[src/rtl/array_multiplier_pipe.sv]
// array_multiplier_pipe
//   Pipelined WIDTH x WIDTH array multiplier. The partial-product rows are
//   spread over STAGES register stages, with WIDTH/STAGES rows per stage, and
//   the block can accept one operand pair per cycle. Downstream backpressure
//   stalls the whole pipeline in place.
//   Optional feature macro: ARRAY_MULT_SIGNED_EN. When it is defined, the
//   in_signed port is added and Baugh-Wooley two's-complement products are
//   supported. When it is undefined, the block is unsigned only.
module array_multiplier_pipe #(
  parameter int WIDTH  = 8,
  parameter int STAGES = 4
) (
  input  logic                 clk,
  input  logic                 rst_n,
  input  logic                 in_valid,
  output logic                 in_ready,
  input  logic [WIDTH-1:0]     in_a,
  input  logic [WIDTH-1:0]     in_b,
`ifdef ARRAY_MULT_SIGNED_EN
  input  logic                 in_signed,
`endif
  output logic                 out_valid,
  input  logic                 out_ready,
  output logic [2*WIDTH-1:0]   out_result
);

  localparam int ROWS = WIDTH / STAGES;
  localparam int PW   = 2 * WIDTH;
  localparam int IW   = (WIDTH > 2) ? $clog2(WIDTH) : 1;

`ifdef ARRAY_MULT_SIGNED_EN
  // Baugh-Wooley constant: 2^WIDTH + 2^(2*WIDTH-1), taken modulo 2^(2*WIDTH)
  localparam logic [PW-1:0] BW_ONE   = {{(PW-1){1'b0}}, 1'b1};
  localparam logic [PW-1:0] BW_CONST = (BW_ONE << WIDTH) | (BW_ONE << (PW - 1));

  // Sum of the rows owned by stage k. The signed form inverts the sign
  // column in rows 0..WIDTH-2 and the magnitude bits of the MSB row.
  // The constant term is added in the stage that owns the MSB row.
  function automatic logic [PW-1:0] stage_rows(input logic [WIDTH-1:0] a,
                                               input logic [WIDTH-1:0] b,
                                               input int k,
                                               input logic sgn);
    logic [PW-1:0] acc;
    logic [PW-1:0] row;
    logic [IW-1:0] idx;
    acc = '0;
    for (int r = 0; r < ROWS; r++) begin
      idx = IW'(k * ROWS + r);
      row = '0;
      row[WIDTH-1:0] = a & {WIDTH{b[idx]}};
      if (sgn) begin
        if (idx == IW'(WIDTH - 1)) row[WIDTH-2:0] = ~row[WIDTH-2:0];
        else                       row[WIDTH-1]   = ~row[WIDTH-1];
      end
      acc = acc + (row << idx);
    end
    if (sgn && (k == STAGES - 1)) acc = acc + BW_CONST;
    return acc;
  endfunction
`else
  // Sum of the rows owned by stage k: row i is (a & {WIDTH{b[i]}}) << i.
  function automatic logic [PW-1:0] stage_rows(input logic [WIDTH-1:0] a,
                                               input logic [WIDTH-1:0] b,
                                               input int k);
    logic [PW-1:0] acc;
    logic [PW-1:0] row;
    logic [IW-1:0] idx;
    acc = '0;
    for (int r = 0; r < ROWS; r++) begin
      idx = IW'(k * ROWS + r);
      row = '0;
      row[WIDTH-1:0] = a & {WIDTH{b[idx]}};
      acc = acc + (row << idx);
    end
    return acc;
  endfunction
`endif

  logic              valid_reg [STAGES];
  logic [WIDTH-1:0]  a_reg     [STAGES];
  logic [WIDTH-1:0]  b_reg     [STAGES];
  logic [PW-1:0]     sum_reg   [STAGES];
`ifdef ARRAY_MULT_SIGNED_EN
  logic              sgn_reg   [STAGES];
`endif
  logic              stall;

  // The pipeline advances as a unit. It freezes only when the final result is
  // waiting and the consumer has not taken it.
  assign stall      = valid_reg[STAGES-1] && !out_ready;
  assign in_ready   = !stall;
  assign out_valid  = valid_reg[STAGES-1];
  assign out_result = sum_reg[STAGES-1];

  genvar gi;
  generate
    for (gi = 0; gi < STAGES; gi++) begin : g_stage
      logic             valid_src;
      logic [WIDTH-1:0] a_src;
      logic [WIDTH-1:0] b_src;
      logic [PW-1:0]    sum_src;
      logic [PW-1:0]    sum_next;
`ifdef ARRAY_MULT_SIGNED_EN
      logic             sgn_src;
`endif

      if (gi == 0) begin : g_src_in
        // Stage 0 starts from an empty sum. While advancing, in_ready is high,
        // so in_valid alone marks an accepted pair.
        assign valid_src = in_valid;
        assign a_src     = in_a;
        assign b_src     = in_b;
        assign sum_src   = '0;
`ifdef ARRAY_MULT_SIGNED_EN
        assign sgn_src   = in_signed;
`endif
      end else begin : g_src_prev
        assign valid_src = valid_reg[gi-1];
        assign a_src     = a_reg[gi-1];
        assign b_src     = b_reg[gi-1];
        assign sum_src   = sum_reg[gi-1];
`ifdef ARRAY_MULT_SIGNED_EN
        assign sgn_src   = sgn_reg[gi-1];
`endif
      end

`ifdef ARRAY_MULT_SIGNED_EN
      assign sum_next = sum_src + stage_rows(a_src, b_src, gi, sgn_src);
`else
      assign sum_next = sum_src + stage_rows(a_src, b_src, gi);
`endif

      // Stage register: clears on reset, holds on stall, and otherwise loads
      // the upstream slot plus this stage's rows.
      always_ff @(posedge clk or negedge rst_n) begin
        if (!rst_n) begin
          valid_reg[gi] <= 1'b0;
          a_reg[gi]     <= '0;
          b_reg[gi]     <= '0;
          sum_reg[gi]   <= '0;
`ifdef ARRAY_MULT_SIGNED_EN
          sgn_reg[gi]   <= 1'b0;
`endif
        end else if (!stall) begin
          valid_reg[gi] <= valid_src;
          a_reg[gi]     <= a_src;
          b_reg[gi]     <= b_src;
          sum_reg[gi]   <= sum_next;
`ifdef ARRAY_MULT_SIGNED_EN
          sgn_reg[gi]   <= sgn_src;
`endif
        end
      end
    end
  endgenerate

endmodule

[config.mk]
export PLATFORM = sky130hd
export DESIGN_NAME = array_multiplier_pipe
export DESIGN_NICKNAME = d
export VERILOG_FILES = /design/src/rtl/array_multiplier_pipe.sv
export SDC_FILE = /design/constraint.sdc
export NUM_CORES = 1
export LEC_CHECK = 0
export CORE_AREA = 3 3 92 116
export CTS_CLUSTER_SIZE = 40
export DETAILED_ROUTE_END_ITERATION = 7
export DIE_AREA = 0 0 95 119
export GPL_TIMING_DRIVEN = 0
export PLACE_DENSITY = 0.79
export SYNTH_ARGS = -nofsm -noshare
export SYNTH_HDL_FRONTEND = slang
export SYNTH_SLANG_ARGS = --single-unit
[constraint.sdc]
create_clock -name clk -period 6.01 [get_ports clk]
set_input_delay 1.803 -clock clk [delete_from_list [all_inputs] [get_ports clk]]
set_output_delay 1.803 -clock clk [all_outputs]
set_load 0.02 [all_outputs]
==> results.py, run 1 <==
metrics = {
    "critical_path": {
        "path_cells": "clkdlybuf4s50_1 -> nor2b_4 -> inv_2 -> buf_2 -> buf_1 -> clkdlybuf4s50_1",
        "worst_setup_path_end_kind": "primary output",
        "critPathMostFrequentCell": "clkdlybuf4s50_1",
        "worstRegToRegCells": 9,
        "crit_required_ns": 4.21,
        "crit_path_max_incr_delay_ns": 0.71,
        "crit_fanout": 10,
        "cp.arrival_ns": 4.00,
        "cp_slowest_cell": "clkdlybuf4s50_1",
        "reg2reg_slack_ns": 3.10,
        "cp-start-kind": "primary input",
        "path_class": "in2out",
        "r2r-start": "g_stage[2].b_src[4]",
        "timing.rr.end": "g_stage[3].sum_src[13]",
    },
    "pwr": {
        "leakagePower_nw": 3.33,
        "combPwrFrac_pct": 55.9,
        "p_sw_share_pct": 43.3,
        "clkPwrFrac_pct": 16.0,
        "p_switching_mw": 1.67,
        "power_density_mw_per_mm2": 586,
        "p_int_mw": 2.19,
        "pwr-share-seq_pct": 28.1,
        "vdd_ir_drop_max_mv": 0.217,
    },
    "cts": {
        "clock-sinks": 92,
        "cts-hold-fix-buffers": 0,
        "path_clk_slew_ns": 0.06,
        "h-tree-depth": 3,
        "cts-root-buf": "clkbuf_16",
        "post_cts_buffers": 0,
        "clockBufferDepth": 2,
        "ctsResizeCount": 0,
        "cts_tree": "built",
        "cts_buffers": 9,
        "clock_latency_ns": 0.35,
    },
    "floorplan": {
        "die_w_um": 95,
        "dieArea_sq_mm": 0.0113,
        "die_h_um": 119,
        "rows": 40,
        "core_region_area_sq_mm": 0.00966,
        "ios": 38,
        "start_util_pct": 59.1,
    },
    "timing": {
        "tns_ns": 0,
        "finalHoldViolCount": 0,
        "finClkSkew_ns": 0.00740,
        "setup_viol_count_final": 0,
        "min_period_ns": 5.81,
        "slew_headroom_pct": 54.9,
        "period_share_pct": 96.6,
        "worst_slew_pin_slew_ns": 0.676,
        "whs_ns": 0.467,
        "rsz0062_at_grt": "no",
        "slew_viol_final": 0,
        "max_freq_ghz": 0.172,
        "fin_ws_ns": 0.202,
    },
    "global_route": {
        "grt_usage_pct": 25.6,
        "antenna_found_initial": 0,
        "grt_overflow": 0,
        "grt_pass1_wl_um": 22500,
        "grt_max_degree": 49,
        "first_global_vias": 4792,
    },
    "yosys": {
        "synth_seq_cells": 92,
        "synth_flop_cell": "dfrtp_1",
        "muxShareOfSynthArea_pct": 0.876,
        "synth.area.top_cells": "dfrtp_1 (40%), nand2_1 (14%), fa_1 (8.8%)",
        "synth.avg_cell_area_sq_um": 8.87,
        "synth-xor-area-share_pct": 0.460,
        "synth_compound_area_share_pct": 12.2,
        "yosysTopAreaCell": "dfrtp_1",
        "synth_simple_gate_area_share_pct": 25.6,
        "synth_top_family_by_area": "simple AND/OR/NAND/NOR gates",
        "synth_common_cells": "nand2_1 (217), dfrtp_1 (92), and2_1 (44)",
        "ys_seq_area_share_pct": 40.3,
        "yosysWarnings": 0,
        "synth_top_area_share_pct": 40.3,
        "synthArstFlopShare_pct": 100,
        "synthCells": 644,
        "synth_adder_area_share_pct": 16.2,
        "syn_nets": 723,
        "synth_edf_count": 0,
        "synth_cell_types": 43,
        "yosys.cell_count.top_type": "nand2_1",
        "netlist_area_sq_mm": 0.00571,
    },
    "detailed_routing": {
        "vias": 4673,
        "wire_per_inst_um": 16.5,
        "drt_iter0_drc": 261,
        "first_pass_iters": 5,
        "routed_wl_um": 13600,
        "ant_nets": 0,
        "drc": 0,
        "viasPerCell": 5.67,
    },
    "status": {
        "status": "finished, final reports clean",
    },
    "worst_hold_path": {
        "hp-class": "reg2reg",
        "hp-start": "g_stage[1].b_src[7]",
        "hold_depth": 2,
        "whs_endpoint": "g_stage[1].b_src[7]",
    },
    "placement": {
        "gp_congestion": 0.924,
        "dpl.hpwl_um": 10000,
        "preCtsSetupSlack_ns": 0.225,
        "io_buffers": 37,
        "place_inst": 808,
        "dpl-instance-area_sq_mm": 0.00626,
    },
    "finish": {
        "design_area_sq_mm": 0.00659,
        "fin_nets": 772,
        "final_cells": 824,
        "areaGrowthSynthToFinish_pct": 15.4,
        "diodes": 0,
        "drive_above_1_share_pct": 4.73,
    },
    "flow_run": {
        "cap_violations": 0,
    },
}
final cells by class:
cell class,instances,area [sq um]
clock inverter,6,96.3
clock buffer,10,229
sequential,92,2300
multi-input combinational,492,3160
timing repair buffer,38,395
tap,126,158
buffer,24,113
fill,759,3070
inverter,36,135
per-stage QoR:
stage | util, % | power (mW)
2_1_floorplan | - | 2.61
3_3_place_gp | 64.6 | 3.11
3_5_place_dp | 64.8 | 3.21
4_1_cts | 68.2 | 3.85
5_1_grt | 68.2 | 4.18
6_report | 68.2 | 3.86
worst max path at each step:
stage,startpoint,to,depth (start not counted)
global route,out_ready,in_ready,6
global placement,rst_n,g_stage[1].valid_src,1
floorplan,out_ready,in_ready,4
CTS,out_ready,in_ready,6
finish,out_ready,in_ready,6
detailed placement,out_ready,in_ready,6
state kept, by name, summed over array words and instances (netlist names):
name               cells
g_stage.sum_src       36
g_stage.a_src         24
out_result            16
g_stage.b_src         12
g_stage.valid_src      3
out_valid              1
power by group through the flow:
| stage | clock (mW) | combinational, mW | sequential [mW] |
|---|---|---|---|
| 5_1_grt | 0.650 | 2.42 | 1.12 |
| 6_report | 0.617 | 2.16 | 1.09 |
| 3_3_place_gp | 0 | 2.02 | 1.09 |
| 3_5_place_dp | 0 | 2.11 | 1.10 |
| 2_1_floorplan | 0 | 1.50 | 1.11 |
| 4_1_cts | 0.621 | 2.15 | 1.09 |
cell usage in the layout, fill, tap and decap left out, types with 4 or more instances in the layout:
cell	netlist	routed
nor3b_1	14	14
nand2_1	217	217
nand3_1	5	5
o21ai_0	26	26
a21o_1	9	9
and2_1	44	44
clkbuf_1	8	9
o21a_1	7	7
nand2b_1	4	4
a221oi_1	4	4
clkdlybuf4s50_1	0	36
nor3_1	12	12
o22ai_1	5	5
or3_1	5	5
o21bai_1	5	5
o31ai_1	4	4
a21oi_1	10	10
mux2i_1	5	5
ha_1	34	34
dfrtp_1	92	92
nor2_1	10	10
a211oi_1	15	15
fa_1	25	25
buf_2	12	12
a211o_1	4	4
inv_1	35	35
clkbuf_16	0	9
routing by layer:
metal | GRT usage, % | wire length [um]
met1 | 30.3 | 5380
met3 | 4.23 | 636
met4 | 9.21 | 319
met5 | 0 | 0
met2 | 45.8 | 7230
cell families after synthesis:
family,count (synthesis)
AOI/OAI and AO/OA,102
xor gates and xnor gates,3
adders and majority gates,59
buffers and inverters,60
DFF,92
muxes,5
and+or+nand+nor,323
critical path, delay by kind of cell:
kind | cells | cell delay (ns)
buffers and inverters | 5 | 2.11
and+or+nand+nor | 1 | 0.08
No activity file was read; power rests on OpenSTA's default activity.
==> run 2: changes to the inputs <==
ABC_AREA = 1   (was not set)
CORE_AREA = 3 3 101 127   (was 3 3 92 116)
DIE_AREA = 0 0 104 130   (was 0 0 95 119)
PLACE_DENSITY = 0.75   (was 0.79)
==> results.py, run 2 <==
metrics = {
    "status": {
        "status": "finished, final reports clean",
    },
    "critical_path": {
        "crit_required_ns": 4.21,
        "path_class": "in2out",
        "worstRegToRegCells": 12,
        "crit_fanout": 10,
        "worst_setup_path_end_kind": "primary output",
        "cp-start-kind": "primary input",
        "reg2reg_slack_ns": 3.29,
        "cp.arrival_ns": 3.34,
    },
    "placement": {
        "gp_congestion": 0.830,
        "dpl.hpwl_um": 9700,
        "io_buffers": 35,
        "dpl-instance-area_sq_mm": 0.00642,
        "place_inst": 957,
        "preCtsSetupSlack_ns": 0.868,
    },
    "global_route": {
        "antenna_found_initial": 0,
        "grt_usage_pct": 20.9,
        "first_global_vias": 4956,
        "grt_overflow": 0,
        "grt_pass1_wl_um": 22500,
        "grt_max_degree": 55,
    },
    "cts": {
        "ctsResizeCount": 0,
        "clock_latency_ns": 0.35,
        "h-tree-depth": 3,
        "clock-sinks": 92,
        "post_cts_buffers": 0,
        "cts_tree": "built",
        "clockBufferDepth": 2,
        "cts-hold-fix-buffers": 0,
        "path_clk_slew_ns": 0.07,
        "cts_buffers": 9,
        "cts-root-buf": "clkbuf_16",
    },
    "pwr": {
        "leakagePower_nw": 3.90,
        "vdd_ir_drop_max_mv": 0.209,
        "power_density_mw_per_mm2": 535,
        "total_power_mw": 3.59,
    },
    "detailed_routing": {
        "routed_wl_um": 13000,
        "viasPerCell": 4.86,
        "wire_per_inst_um": 13.4,
        "drt_iter0_drc": 174,
        "ant_nets": 0,
        "vias": 4724,
        "drc": 0,
        "first_pass_iters": 4,
    },
    "yosys": {
        "syn_nets": 839,
        "synth_cell_types": 24,
        "synthCells": 760,
        "synth_flop_cell": "dfrtp_1",
        "yosysTopAreaCell": "dfrtp_1",
        "synth.area.top_cells": "dfrtp_1 (39%), nand2_1 (20%), fa_1 (8.6%)",
        "yosysWarnings": 0,
        "synth_top_area_share_pct": 39.4,
        "yosys.cell_count.top_type": "nand2_1",
        "synth_seq_cells": 92,
        "synth_common_cells": "nand2_1 (309), inv_1 (130), dfrtp_1 (92)",
        "ys_seq_area_share_pct": 39.4,
        "netlist_area_sq_mm": 0.00584,
        "synth.avg_cell_area_sq_um": 7.68,
        "synthArstFlopShare_pct": 100,
        "synth_edf_count": 0,
    },
    "timing": {
        "whs_ns": 0.469,
        "min_period_ns": 5.14,
        "max_freq_ghz": 0.195,
        "worst_slew_pin_slew_ns": 0.596,
        "slew_headroom_pct": 60.3,
        "period_share_pct": 85.5,
        "tns_ns": 0,
        "setup_viol_count_final": 0,
        "rsz0062_at_grt": "no",
        "slew_viol_final": 0,
        "finClkSkew_ns": 0.0104,
        "finalHoldViolCount": 0,
        "fin_ws_ns": 0.869,
    },
    "floorplan": {
        "ios": 38,
        "core_region_area_sq_mm": 0.0117,
        "die_h_um": 130,
        "start_util_pct": 50.0,
        "rows": 44,
        "dieArea_sq_mm": 0.0135,
        "die_w_um": 104,
    },
    "finish": {
        "final_cells": 972,
        "final_common_cell": "nand2_1",
        "final_cell_mix": "nand2_1 (309), inv_1 (130), dfrtp_1 (92)",
        "final_util_pct": 57.5,
        "design_area_sq_mm": 0.00672,
        "drive_above_1_share_pct": 5.18,
        "diodes": 0,
        "areaGrowthSynthToFinish_pct": 15.0,
        "fillCellCount": 1108,
        "fin_nets": 886,
        "largest_reg_flops": 36,
    },
    "flow_run": {
        "cap_violations": 0,
    },
    "worst_hold_path": {
        "hold_depth": 2,
        "hp-class": "reg2reg",
    },
}
-- run 2: cell types whose count changed in the layout (fill, tap and decap cells not counted), moves of 12 or more --
cell,delta
a211oi_1,-13
and2_1,-44
inv_1,+95
nand2_1,+92
nand3_1,+27
nor2_1,+14
nor3_1,-12
nor3b_1,-14
o21ai_0,+15
-- run 2: cell type report --
| cell class | count | area [sq um] | share of cell area (%) |
|---|---|---|---|
| Buffer | 28 | 200 | 2.98 |
| Clock buffer | 11 | 243 | 3.61 |
| Clock inverter | 4 | 57.6 | 0.857 |
| Inverter | 131 | 492 | 7.32 |
| Multi-Input combinational cell | 509 | 2850 | 42.4 |
| Sequential cell | 92 | 2300 | 34.3 |
| Tap cell | 161 | 201 | 3.00 |
| Timing Repair Buffer | 36 | 375 | 5.59 |
-- run 2: worst paths after layout --
check / from / to
worst max-delay path: out_ready / in_ready
worst min-delay path: g_stage[3].valid_src / out_valid
worst max register to register: g_stage[2].b_src[4] / g_stage[3].sum_src[13]
worst min register to register: g_stage[3].valid_src / out_valid
max in group asynchronous: rst_n / g_stage[2].a_src[5]
min in group asynchronous: rst_n / out_result[8]
-- run 2: where the power goes --
group          internal (mW)  leakage, nW  switching, mW
Combinational          0.789         2.62           1.18
Sequential             0.891         1.13          0.153
Clock                  0.336        0.144          0.243
-- run 2: cells by family after synthesis --
kind of cell	Yosys count	synth area share [%]
xor gates and xnor gates	5	0.750
adders and majority gates	59	15.9
DFF	92	39.4
buffers and inverters	159	11.8
and+or+nand+nor	378	25.7
AOI/OAI and AO/OA	67	6.41
-- run 2: per-layer routing --
metal	up-vias	routed length, um	GRT usage, %
li1	2392	-	-
met1	2227	5360	23.6
met2	96	6930	41.0
met3	9	552	2.42
met4	0	164	6.65
met5	-	0	0
-- run 2: critical path, cell delays in order --
cell	delay (ns)
clkdlybuf4s50_1	0.47
nor2_2	0.06
inv_2	0.07
buf_6	0.16
buf_6	0.17
clkdlybuf4s50_1	0.61
==> run 3: changes to the inputs <==
CORE_AREA = 2 2 100 126   (was 3 3 101 127)
DIE_AREA = 0 0 102 128   (was 0 0 104 130)
==> results.py, run 3 (synthesis gave the netlist of run 2 again) <==
metrics = {
    "finish": {
        "drive_above_1_share_pct": 5.42,
        "fin_nets": 886,
        "final_common_cell": "nand2_1",
        "areaGrowthSynthToFinish_pct": 16.0,
        "diodes": 0,
        "final_cell_mix": "nand2_1 (309), inv_1 (130), dfrtp_1 (92)",
        "largest_reg_flops": 36,
        "design_area_sq_mm": 0.00677,
    },
    "critical_path": {
        "crit_required_ns": 4.21,
        "cp.arrival_ns": 3.34,
        "crit_fanout": 10,
        "worst_setup_path_end_kind": "primary output",
        "path_class": "in2out",
        "cp-start-kind": "primary input",
    },
    "floorplan": {
        "dieArea_sq_mm": 0.0131,
        "die_h_um": 128,
        "start_util_pct": 48.9,
        "core_region_area_sq_mm": 0.0119,
        "rows": 45,
        "die_w_um": 102,
        "ios": 38,
    },
    "pwr": {
        "vdd_ir_drop_max_mv": 0.210,
        "p_int_mw": 2.09,
        "p_sw_share_pct": 43.2,
        "p_switching_mw": 1.59,
        "leakagePower_nw": 3.92,
        "power_density_mw_per_mm2": 544,
        "clkPwrFrac_pct": 18.4,
        "combPwrFrac_pct": 53.3,
        "pwr-share-seq_pct": 28.3,
    },
    "cts": {
        "clock_latency_ns": 0.36,
        "cts-hold-fix-buffers": 0,
        "clockBufferDepth": 2,
        "cts-root-buf": "clkbuf_16",
        "ctsResizeCount": 0,
        "path_clk_slew_ns": 0.07,
        "post_cts_buffers": 0,
        "clock-sinks": 92,
        "h-tree-depth": 3,
        "cts_buffers": 9,
        "cts_tree": "built",
    },
    "detailed_routing": {
        "drc": 0,
        "first_pass_iters": 5,
        "viasPerCell": 4.92,
        "vias": 4805,
        "drt_iter0_drc": 163,
        "routed_wl_um": 13000,
        "wire_per_inst_um": 13.3,
        "ant_nets": 0,
    },
    "global_route": {
        "grt_max_degree": 71,
        "grt_overflow": 0,
        "grt_pass1_wl_um": 22000,
        "first_global_vias": 4838,
        "antenna_found_initial": 0,
        "grt_usage_pct": 21.9,
    },
    "worst_hold_path": {
        "hp-class": "reg2reg",
    },
    "status": {
        "status": "finished, final reports clean",
    },
    "placement": {
        "io_buffers": 35,
        "dpl-instance-area_sq_mm": 0.00642,
        "preCtsSetupSlack_ns": 0.864,
        "dpl.hpwl_um": 9690,
        "gp_congestion": 0.820,
    },
    "timing": {
        "finalHoldViolCount": 0,
        "slew_viol_final": 0,
        "finClkSkew_ns": 0.00879,
        "rsz0062_at_grt": "no",
        "setup_viol_count_final": 0,
        "min_period_ns": 5.14,
        "fin_ws_ns": 0.871,
        "slew_headroom_pct": 57.7,
        "worst_slew_pin_slew_ns": 0.635,
        "period_share_pct": 85.5,
        "max_freq_ghz": 0.195,
    },
    "flow_run": {
        "cap_violations": 0,
    },
}
==> run 3: changes by cell type in the layout (fill, tap and decap cells not counted), sizes merged <==
cell and delta:
inv +1, clkbuf -2, bufinv +2
==> run 3: power groups by stage <==
stage	logic [mW]	clock network (mW)	registers, mW
final	1.96	0.679	1.04
after global placement	1.90	0	1.04
after detailed placement	1.97	0	1.05
after CTS	1.98	0.686	1.04
after floorplan	1.39	0	1.09
after global routing	2.25	0.710	1.08
==> run 3: worst max-delay path, cell delays in order <==
cell             delay [ns]
clkdlybuf4s50_1        0.47
nor2_2                 0.06
inv_2                  0.07
buf_6                  0.16
buf_6                  0.16
clkdlybuf4s50_1        0.61
==> run 3: path summary, 6_finish.rpt <==
kind,from,end,slack [ns],cells after the start
setup / recovery,out_ready,in_ready,0.87,6
hold / removal,g_stage[3].valid_src,out_valid,0.46,2
setup reg to reg,g_stage[2].b_src[4],g_stage[3].sum_src[13],3.33,12
hold reg to reg,g_stage[3].valid_src,out_valid,0.46,2
max in group asynchronous,rst_n,g_stage[1].a_src[7],4.03,2
min in group asynchronous,rst_n,g_stage[3].b_src[7],1.34,1
==> run 3: layout make-up <==
cell class / instances / area, sq um
Clock inverter: 7 / 129
Timing Repair Buffer: 36 / 375
Multi-Input combinational cell: 509 / 2850
Inverter: 131 / 492
Fill cell: 1108 / 5160
Tap cell: 164 / 205
Sequential cell: 92 / 2300
Clock buffer: 9 / 225
Buffer: 28 / 200
==> run 3: per-stage QoR <==
| stage | utilization [%] | TNS [ns] | power [mW] | hold slack, ns | instances |
|---|---|---|---|---|---|
| after floorplan | - | 0 | 2.48 | 0.419 | 760 |
| after global placement | 53.6 | -19.47 | 2.95 | 0.442 | 959 |
| after detailed placement | 53.8 | 0 | 3.02 | 0.447 | 960 |
| after CTS | 56.8 | 0 | 3.72 | 0.465 | 976 |
| after global routing | 56.8 | 0 | 4.04 | 0.506 | 976 |
| final | 56.8 | 0 | 3.69 | 0.462 | 976 |
==> run 3: metal layers <==
layer | part of all wire (%) | GRT usage, % | vias up
li1 | - | - | 2389
met1 | 42 | 25.6 | 2293
met2 | 52 | 39.5 | 98
met3 | 3.3 | 3.38 | 25
met4 | 2.9 | 8.63 | 0
met5 | 0 | 0 | -
